==> src/rtl/slc3_muldiv_unit_if.sv <==
// Request/response bundle between the ISDU/datapath and the multiply/divide unit.
// The master drives the operands and Start; the slave returns status and results.
interface slc3_muldiv_unit_if #(
  parameter int unsigned WIDTH = 16
);
  logic             Start;
  logic             Op;
  logic [WIDTH-1:0] A_in;
  logic [WIDTH-1:0] B_in;
  logic             Busy;
  logic             Done;
  logic [WIDTH-1:0] Result;
  logic [WIDTH-1:0] Result_Hi;
  logic [WIDTH-1:0] Remainder;
  logic             Overflow;
  logic             Div_By_Zero;

  modport master (
    output Start, Op, A_in, B_in,
    input  Busy, Done, Result, Result_Hi, Remainder, Overflow, Div_By_Zero
  );

  modport slave (
    input  Start, Op, A_in, B_in,
    output Busy, Done, Result, Result_Hi, Remainder, Overflow, Div_By_Zero
  );
endinterface

==> src/rtl/slc3_muldiv_unit.sv <==
// Iterative multiply/divide unit for the SLC-3 MUL/DIV opcodes: one shift-add or
// restoring shift-subtract step per cycle on magnitudes, sign fix-up in a final cycle.
module slc3_muldiv_unit #(
  parameter int unsigned WIDTH  = 16,
  parameter int unsigned SIGNED = 1
) (
  input logic               Clk,
  input logic               Reset_n,
  slc3_muldiv_unit_if.slave bus
);
  localparam int unsigned      CntW    = $clog2(WIDTH);
  localparam bit               Sgn     = (SIGNED != 0);
  localparam logic [1:0]       StIdle  = 2'd0;
  localparam logic [1:0]       StCalc  = 2'd1;
  localparam logic [1:0]       StFix   = 2'd2;
  localparam logic [CntW-1:0]  LastCnt = CntW'(WIDTH - 1);
  localparam logic [WIDTH-1:0] MinNeg  = {1'b1, {(WIDTH-1){1'b0}}};

  logic [1:0]         state_q;
  logic               op_q, sign_a_q, sign_b_q, zero_div_q;
  logic [WIDTH-1:0]   a_mag_q, b_mag_q;
  logic [2*WIDTH-1:0] acc_q;
  logic [CntW-1:0]    cnt_q;
  logic [WIDTH-1:0]   result_q, result_hi_q, remainder_q;
  logic               overflow_q, div_by_zero_q, done_q;

  logic               a_neg, b_neg, neg_res, fix_ovf;
  logic [WIDTH-1:0]   a_abs, b_abs, quot, rem, a_raw;
  logic [WIDTH-1:0]   fix_res, fix_hi, fix_rem;
  logic [WIDTH:0]     mul_sum, div_shift, div_diff;
  logic [2*WIDTH-1:0] acc_step, prod;

  always_comb begin
    a_neg = Sgn & bus.A_in[WIDTH-1];
    b_neg = Sgn & bus.B_in[WIDTH-1];
    a_abs = a_neg ? -bus.A_in : bus.A_in;
    b_abs = b_neg ? -bus.B_in : bus.B_in;

    // MUL: right-shifting accumulator, multiplier consumed LSB-first from b_mag_q.
    // DIV: low half holds dividend bits shifting out and quotient bits shifting in.
    mul_sum   = {1'b0, acc_q[2*WIDTH-1:WIDTH]} + (b_mag_q[0] ? {1'b0, a_mag_q} : '0);
    div_shift = {acc_q[2*WIDTH-1:WIDTH], acc_q[WIDTH-1]};
    div_diff  = div_shift - {1'b0, b_mag_q};
    if (op_q) begin
      acc_step = div_diff[WIDTH] ? {div_shift[WIDTH-1:0], acc_q[WIDTH-2:0], 1'b0}
                                 : {div_diff[WIDTH-1:0], acc_q[WIDTH-2:0], 1'b1};
    end else begin
      acc_step = {mul_sum, acc_q[WIDTH-1:1]};
    end

    neg_res = sign_a_q ^ sign_b_q;
    prod    = neg_res ? -acc_q : acc_q;
    quot    = neg_res ? -acc_q[WIDTH-1:0] : acc_q[WIDTH-1:0];
    rem     = sign_a_q ? -acc_q[2*WIDTH-1:WIDTH] : acc_q[2*WIDTH-1:WIDTH];
    a_raw   = sign_a_q ? -a_mag_q : a_mag_q;

    if (zero_div_q) begin
      fix_res = '1;
      fix_hi  = '0;
      fix_rem = a_raw;
      fix_ovf = 1'b0;
    end else if (op_q) begin
      fix_res = quot;
      fix_hi  = '0;
      fix_rem = rem;
      // Only MIN / -1 overflows; the magnitude quotient already wraps to MIN.
      fix_ovf = sign_a_q & sign_b_q & (a_mag_q == MinNeg) & (b_mag_q == WIDTH'(1));
    end else begin
      fix_res = prod[WIDTH-1:0];
      fix_hi  = prod[2*WIDTH-1:WIDTH];
      fix_rem = '0;
      fix_ovf = Sgn ? (prod[2*WIDTH-1:WIDTH] != {WIDTH{prod[WIDTH-1]}})
                    : (prod[2*WIDTH-1:WIDTH] != '0);
    end
  end

  always_ff @(posedge Clk or negedge Reset_n) begin
    if (!Reset_n) begin
      state_q       <= StIdle;
      op_q          <= 1'b0;
      sign_a_q      <= 1'b0;
      sign_b_q      <= 1'b0;
      zero_div_q    <= 1'b0;
      a_mag_q       <= '0;
      b_mag_q       <= '0;
      acc_q         <= '0;
      cnt_q         <= '0;
      result_q      <= '0;
      result_hi_q   <= '0;
      remainder_q   <= '0;
      overflow_q    <= 1'b0;
      div_by_zero_q <= 1'b0;
      done_q        <= 1'b0;
    end else begin
      done_q <= 1'b0;
      case (state_q)
        StIdle: begin
          if (bus.Start) begin
            op_q          <= bus.Op;
            sign_a_q      <= a_neg;
            sign_b_q      <= b_neg;
            a_mag_q       <= a_abs;
            b_mag_q       <= b_abs;
            acc_q         <= bus.Op ? {{WIDTH{1'b0}}, a_abs} : '0;
            cnt_q         <= '0;
            overflow_q    <= 1'b0;
            div_by_zero_q <= 1'b0;
            zero_div_q    <= bus.Op & (bus.B_in == '0);
            state_q       <= (bus.Op && bus.B_in == '0) ? StFix : StCalc;
          end
        end
        StCalc: begin
          acc_q <= acc_step;
          cnt_q <= cnt_q + CntW'(1);
          if (!op_q) b_mag_q <= b_mag_q >> 1;
          if (cnt_q == LastCnt) state_q <= StFix;
        end
        StFix: begin
          result_q      <= fix_res;
          result_hi_q   <= fix_hi;
          remainder_q   <= fix_rem;
          overflow_q    <= fix_ovf;
          div_by_zero_q <= zero_div_q;
          done_q        <= 1'b1;
          state_q       <= StIdle;
        end
        default: state_q <= StIdle;
      endcase
    end
  end

  assign bus.Busy        = (state_q != StIdle);
  assign bus.Done        = done_q;
  assign bus.Result      = result_q;
  assign bus.Result_Hi   = result_hi_q;
  assign bus.Remainder   = remainder_q;
  assign bus.Overflow    = overflow_q;
  assign bus.Div_By_Zero = div_by_zero_q;
endmodule

==> src/flat_wrapper.sv <==
// flat-port wrapper written by rule: the top's interface ports become plain ports
module slc3_muldiv_unit_flat 
#(
  parameter int unsigned WIDTH  = 16,
  parameter int unsigned SIGNED = 1
)
  (Clk, Reset_n, bus_Start, bus_Op, bus_A_in, bus_B_in, bus_Busy, bus_Done, bus_Result, bus_Result_Hi, bus_Remainder, bus_Overflow, bus_Div_By_Zero);
  slc3_muldiv_unit_if #(.WIDTH(WIDTH)) bus_i ();
  input logic Clk;
  input logic Reset_n;
  input wire logic [$bits(bus_i.Start)-1:0] bus_Start;
  input wire logic [$bits(bus_i.Op)-1:0] bus_Op;
  input wire logic [$bits(bus_i.A_in)-1:0] bus_A_in;
  input wire logic [$bits(bus_i.B_in)-1:0] bus_B_in;
  output wire logic [$bits(bus_i.Busy)-1:0] bus_Busy;
  output wire logic [$bits(bus_i.Done)-1:0] bus_Done;
  output wire logic [$bits(bus_i.Result)-1:0] bus_Result;
  output wire logic [$bits(bus_i.Result_Hi)-1:0] bus_Result_Hi;
  output wire logic [$bits(bus_i.Remainder)-1:0] bus_Remainder;
  output wire logic [$bits(bus_i.Overflow)-1:0] bus_Overflow;
  output wire logic [$bits(bus_i.Div_By_Zero)-1:0] bus_Div_By_Zero;
  assign bus_i.Start = bus_Start;
  assign bus_i.Op = bus_Op;
  assign bus_i.A_in = bus_A_in;
  assign bus_i.B_in = bus_B_in;
  assign bus_Busy = bus_i.Busy;
  assign bus_Done = bus_i.Done;
  assign bus_Result = bus_i.Result;
  assign bus_Result_Hi = bus_i.Result_Hi;
  assign bus_Remainder = bus_i.Remainder;
  assign bus_Overflow = bus_i.Overflow;
  assign bus_Div_By_Zero = bus_i.Div_By_Zero;
  slc3_muldiv_unit #(.WIDTH(WIDTH), .SIGNED(SIGNED)) u_core (.Clk(Clk), .Reset_n(Reset_n), .bus(bus_i));
endmodule
==> config.mk <==
export PLATFORM = sky130hd
export DESIGN_NAME = slc3_muldiv_unit_flat
export DESIGN_NICKNAME = d
export VERILOG_FILES = /design/src/rtl/slc3_muldiv_unit_if.sv /design/src/rtl/slc3_muldiv_unit.sv /design/src/flat_wrapper.sv
export SDC_FILE = /design/constraint.sdc
export NUM_CORES = 1
export LEC_CHECK = 0
export ABC_AREA = 1
export CAP_MARGIN = 0
export CORE_MARGIN = 10
export CORE_UTILIZATION = 29
export CTS_CLUSTER_SIZE = 25
export DETAILED_ROUTE_END_ITERATION = 6
export PLACE_DENSITY = 0.48
export SYNTH_ARGS = -nofsm -noshare
export SYNTH_HDL_FRONTEND = slang
export SYNTH_SLANG_ARGS = --single-unit
==> constraint.sdc <==
create_clock -name Clk -period 4.6 [get_ports Clk]
set_input_delay 0.92 -clock Clk [delete_from_list [all_inputs] [get_ports Clk]]
set_output_delay 0.92 -clock Clk [all_outputs]
set_load 0.02 [all_outputs]
==> results by stage <==
Clocking:
- The clock net in this run drives a total of ~130 sinks.
- Buffers inserted during clock tree synthesis total 17.
- Post-CTS timing repair inserted 0 buffers for setup.
- The largest buffer count on any clock path is 2.
- The clock latency at the later pin of the worst-skew pair is 430 ps.
- The quantity of hold-fixing buffers added after cts is 0.
- In this run the clock root is driven by a sky130_fd_sc_hd__clkbuf_16.
- The clock tree from TritonCTS is built.
- In this run the number of H-tree levels came out at 4.
- The number of gates resized after CTS was 0.
- Clock-pin slew was measured on the worst setup and hold paths at ~60 ps.

Floorplanning:
- The horizontal die dimension is roughly 200 microns.
- The top-level port count is 88.
- The floorplan die area is 41300 sq um.
- The core footprint is between 30000 and 40000 sq um.
- The initial utilization of the core area, before any placement, comes to 0.292.
- The die is around 200 microns tall.
- The floorplan has 67 rows.

Worst setup path:
- The critical path goes through ha_1, inv_1, fa_1, nand2_1, nand2_1, o21ai_2, o21ai_2, nand3_2, nand2_1, nand2_1, nand2_4, inv_2, nor2_1, o211ai_1, nand2_1.
- For the worst setup path, the data arrival time is between 3000 and 4000 ps.
- STA classifies the critical path startpoint as a flop.
- Along the worst path, the maximum fanout reaches 23.
- On the worst path, the slowest cell contributes a delay of 730 ps.
- Data on the critical path is required at its endpoint by between 4000 and 5000 ps.
- The critical path is of the flop to flop type.
- The slowest stage cell on the critical path is sky130_fd_sc_hd__dfrtp_1.
- The most common cell type on the critical path is sky130_fd_sc_hd__nand2_1.
- The nature of the critical path endpoint is a flop.
- The number of buffers and inverters on the critical path is 2.
- The cell type group with the largest total delay on the critical path is simple AND/OR/NAND/NOR gates.

Yosys:
- Summed over all instances, the cell type with the most area after synthesis is sky130_fd_sc_hd__dfrtp_1.
- The fraction of the mapped netlist area in compound gates came to 0.191.
- The gate count of the mapped netlist is 1446.
- The largest family of logic cells by synthesized area is simple AND/OR/NAND/NOR gates.
- Of all flip-flops after synthesis, the portion carrying an async set or reset was 1.00.
- Counting flops and latches in the post-synthesis netlist gives between 100 and 150.
- The flip-flop cell with the highest count after synthesis is sky130_fd_sc_hd__dfrtp_1.
- Of the total synthesized cell area, the portion taken by full adders, half adders and majority gates is 0.0542.
- Of the total synthesized cell area, the portion taken by AND, OR, NAND and NOR gates is 0.307.
- The number of nets produced by synthesis is 1523.
- The portion of synthesized cell area occupied by the leading cell type is 0.321.
- The share of the Yosys chip area taken by registers is 0.321.
- The unique cell type count in the Yosys netlist is between 50 and 60.
- The average cell area after synthesis is approximately 6.7 sq um.
- After synthesis, the share of cell area in mux cells is 0.
- The Yosys warning count is 0.
- In this run, synthesis inferred 0 flip-flops with an integrated enable.
- Ranked by total cell area, the synthesized netlist is headed by sky130_fd_sc_hd__dfrtp_1, sky130_fd_sc_hd__nand2_1, sky130_fd_sc_hd__inv_1.
- The post-synthesis share of cell area spent on xor and xnor gates is 0.0306.
- The cell area that synthesis handed to floorplanning was between 9000 and 10000 sq um.

Pwr:
- Power spread over the standard cell area amounts to about 880 nW/um^2.
- The design draws just over 10 mW.
- IR analysis of the VDD net gives a maximum drop of ~0.31 mV.
- The leakage component of the power is 5.48 nW.

Layout:
- In the final layout, the share of cells above drive strength 1 is 0.0754.
- The area added between synthesis and finish is 20.1%.
- The count of filler cells inserted in the layout is between 3k and 4k.
- 0 antenna diodes ended up in the layout.
- For this run, the post-layout net count is between 1.5k and 2k.
- The post-route standard cell area excluding fillers is roughly 12000 sq um.
- After the flow finishes, the layout carries non-filler instances totaling 1974.
- In the final layout, flip-flops and latches occupy 3130 sq um.
- For this run, the share of the core covered by cells in the final layout is 0.351.
- In the final layout, the multi-input gates occupy about 5700 sq um.

Global route:
- After global routing the overflow that remains totals 0.
- In the global route stage, overall resource usage came out at 0.169.
- The initial antenna violation count is 0.
- The via count of the first global-routing pass is between 9k and 10k.
- After global routing, the most crowded layer is met2.
- For this run, global-route usage on met2 was measured as 0.262.
- Entering global routing, the biggest net connects between 50 and 60 pins.
- The met3 routing resource usage after global routing is 0.0340.
- The wire length of the first global-routing pass is 55200 microns.
- For this run, global-route usage on met1 was measured as 0.236.

Placed design:
- The total half-perimeter wirelength after legalization and detailed placement is 27500 microns.
- At the end of routability-driven placement, the weighted congestion stood at between 0.9 and 1.
- Input and output buffers added on the ports amount to 87.
- OpenSTA, run right after detailed placement, puts the worst setup slack at around 1500 ps.
- After detailed placement, the total cell area comes to between 10000 and 15000 sq um.
- The cell total after placement is between 1.5k and 2k.

STA:
- The actual transition at the worst max-transition pin is 1190 ps.
- The least setup slack across all paths after layout is roughly 1600 ps.
- The part of the cycle the worst path needs is 0.650.
- The worst hold slack across all endpoints is around 440 ps.
- Setup repair after global routing left no endpoint under its margin.
- Summed over all failing endpoints, the final setup total negative slack is 0 ps.
- The worst path needs about 3000 ps of the cycle, external delays included.
- The achievable frequency is 335 MHz.
- The final count of pins violating max slew is 0.
- Between clock sinks in the finished design, the worst skew comes to roughly 12 ps.
- The hold violation total from the final report came to 0.
- The worst relative slew slack is 0.207.
- Setup violations remaining at the end of the flow were counted as 0.

Routing:
- The first routing iteration left between 700 and 800 violations.
- The total vias in the final route is about 9.9k.
- The DRC violation count after routing is 3.
- The number of search-and-repair iterations in the first detailed-routing pass is 7.
- In this run the remaining antenna-violating nets after routing total 0.
- The routed design has roughly 35000 microns of wire.
- The routed wire length per instance is between 15 and 20 microns.
- The via density per instance is around 5.

Flow run:
- The max capacitance violation total is 0.

Min path:
- The type of the most critical hold path is input port to asynchronous set/reset pin.

Status:
- The final reports fail on design-rule violations.
- The run finished, with violations left.
## area by class of cell
cell class                      count  share of cell area
Multi-Input combinational cell   1081               0.486
Sequential cell                   125               0.267
Timing Repair Buffer               99              0.0822
Inverter                          189              0.0606
Tap cell                          448              0.0479
Clock buffer                       19              0.0387
Clock inverter                     13              0.0180
## registers in the layout, indices dropped and copies added (netlist names), 2 cells and up
name                  cells
u_core.a_mag_q           16
u_core.acc_q             32
u_core.b_mag_q           16
u_core.bus.Remainder     16
u_core.bus.Result        16
u_core.bus.Result_Hi     16
u_core.cnt_q              4
u_core.state_q            2
## logic make-up (layout without fill, tap and decap cells)
group | Yosys count | count (layout)
AO/OA/AOI/OAI | 315 | 315
XOR/XNOR | 34 | 34
adder cells (fa/ha/maj) | 41 | 41
buffers and inverters | 240 | 320
flip-flops | 125 | 125
AND/OR/NAND/NOR | 691 | 691
## cells in the final DEF, fill, tap and decap left out, drive strengths merged, types with 2 or more instances in the layout
| master | instances |
|---|---|
| clkbuf | 19 |
| a21o | 3 |
| o2111ai | 2 |
| clkdlybuf4s50 | 86 |
| nor3 | 21 |
| a31oi | 33 |
| o22a | 2 |
| a22oi | 4 |
| o22ai | 9 |
| inv | 187 |
| a32o | 6 |
| nand3 | 121 |
| nand4 | 9 |
| nor4 | 2 |
| o21ai | 138 |
| buf | 13 |
| xnor2 | 9 |
| o21bai | 6 |
| clkinv | 8 |
| nor2 | 165 |
| a21oi | 72 |
| o41ai | 2 |
| fa | 2 |
| o21a | 2 |
| or2 | 4 |
| clkinvlp | 2 |
| o221ai | 8 |
| nand3b | 3 |
| bufinv | 5 |
| o211ai | 22 |
| o31ai | 3 |
| xor2 | 25 |
| nand2 | 365 |
| ha | 39 |
| dfrtp | 125 |
## layer usage
metal | up-vias | part of all wire
met2 | 293 | 0.44
met3 | 33 | 0.064
met5 | - | 0
met1 | 4622 | 0.48
li1 | 4936 | -
met4 | 0 | 0.015
## where the power goes
| part | leakage (nW) | internal (mW) | total (mW) | switching (mW) |
|---|---|---|---|---|
| clock network | 0.320 | 0.994 | 1.56 | 0.563 |
| registers | 1.52 | 1.62 | 2.31 | 0.690 |
| logic | 3.64 | 2.18 | 6.42 | 4.23 |
| total | 5.48 | 4.80 | 10.3 | 5.49 |
## Yosys cell counts, types with 4 or more instances
cell type and number:
sky130_fd_sc_hd__clkinv_1 4, sky130_fd_sc_hd__nor3_1 18, sky130_fd_sc_hd__nor2_2 15, sky130_fd_sc_hd__nor2_1 146, sky130_fd_sc_hd__o21ai_0 119, sky130_fd_sc_hd__nor2_4 4, sky130_fd_sc_hd__o22ai_1 9, sky130_fd_sc_hd__nand3_1 115
sky130_fd_sc_hd__inv_1 171, sky130_fd_sc_hd__buf_2 6, sky130_fd_sc_hd__o21ai_1 17, sky130_fd_sc_hd__o221ai_1 8, sky130_fd_sc_hd__nand2_2 12, sky130_fd_sc_hd__nand4_1 9, sky130_fd_sc_hd__xor2_1 25, sky130_fd_sc_hd__o211ai_2 6
sky130_fd_sc_hd__dfrtp_1 125, sky130_fd_sc_hd__o21bai_1 6, sky130_fd_sc_hd__inv_2 14, sky130_fd_sc_hd__a21oi_1 71, sky130_fd_sc_hd__xnor2_1 9, sky130_fd_sc_hd__ha_1 39, sky130_fd_sc_hd__o211ai_1 16, sky130_fd_sc_hd__or2_2 4
sky130_fd_sc_hd__a32o_1 6, sky130_fd_sc_hd__nand3_2 5, sky130_fd_sc_hd__a22oi_1 4, sky130_fd_sc_hd__clkbuf_1 37, sky130_fd_sc_hd__nand2_1 351, sky130_fd_sc_hd__a31oi_1 33
## worst register-to-register path: stages (launching register included)
cell and delay, ps:
sky130_fd_sc_hd__dfrtp_1 730, sky130_fd_sc_hd__ha_1 280, sky130_fd_sc_hd__inv_1 60, sky130_fd_sc_hd__fa_1 370, sky130_fd_sc_hd__nand2_1 100, sky130_fd_sc_hd__nand2_1 70, sky130_fd_sc_hd__o21ai_2 100, sky130_fd_sc_hd__o21ai_2 120
sky130_fd_sc_hd__nand3_2 80, sky130_fd_sc_hd__nand2_1 50, sky130_fd_sc_hd__nand2_1 100, sky130_fd_sc_hd__nand2_4 190, sky130_fd_sc_hd__inv_2 280, sky130_fd_sc_hd__nor2_1 100, sky130_fd_sc_hd__o211ai_1 180, sky130_fd_sc_hd__nand2_1 60
## path summary, 6_finish.rpt
kind                                    startpoint                       to  slack, ps  cells after the start
max                              u_core.b_mag_q[0]         u_core.acc_q[27]       1610                     15
min                                        Reset_n     u_core.bus.Result[9]        440                      1
max reg2reg                      u_core.b_mag_q[0]         u_core.acc_q[27]       1610                     15
min reg2reg                u_core.bus.Result_Hi[1]  u_core.bus.Result_Hi[1]        480                      2
max in group asynchronous                  Reset_n        u_core.b_mag_q[0]       3240                      2
min in group Clk           u_core.bus.Result_Hi[1]  u_core.bus.Result_Hi[1]        480                      2
(Power assumes the default switching activity.)
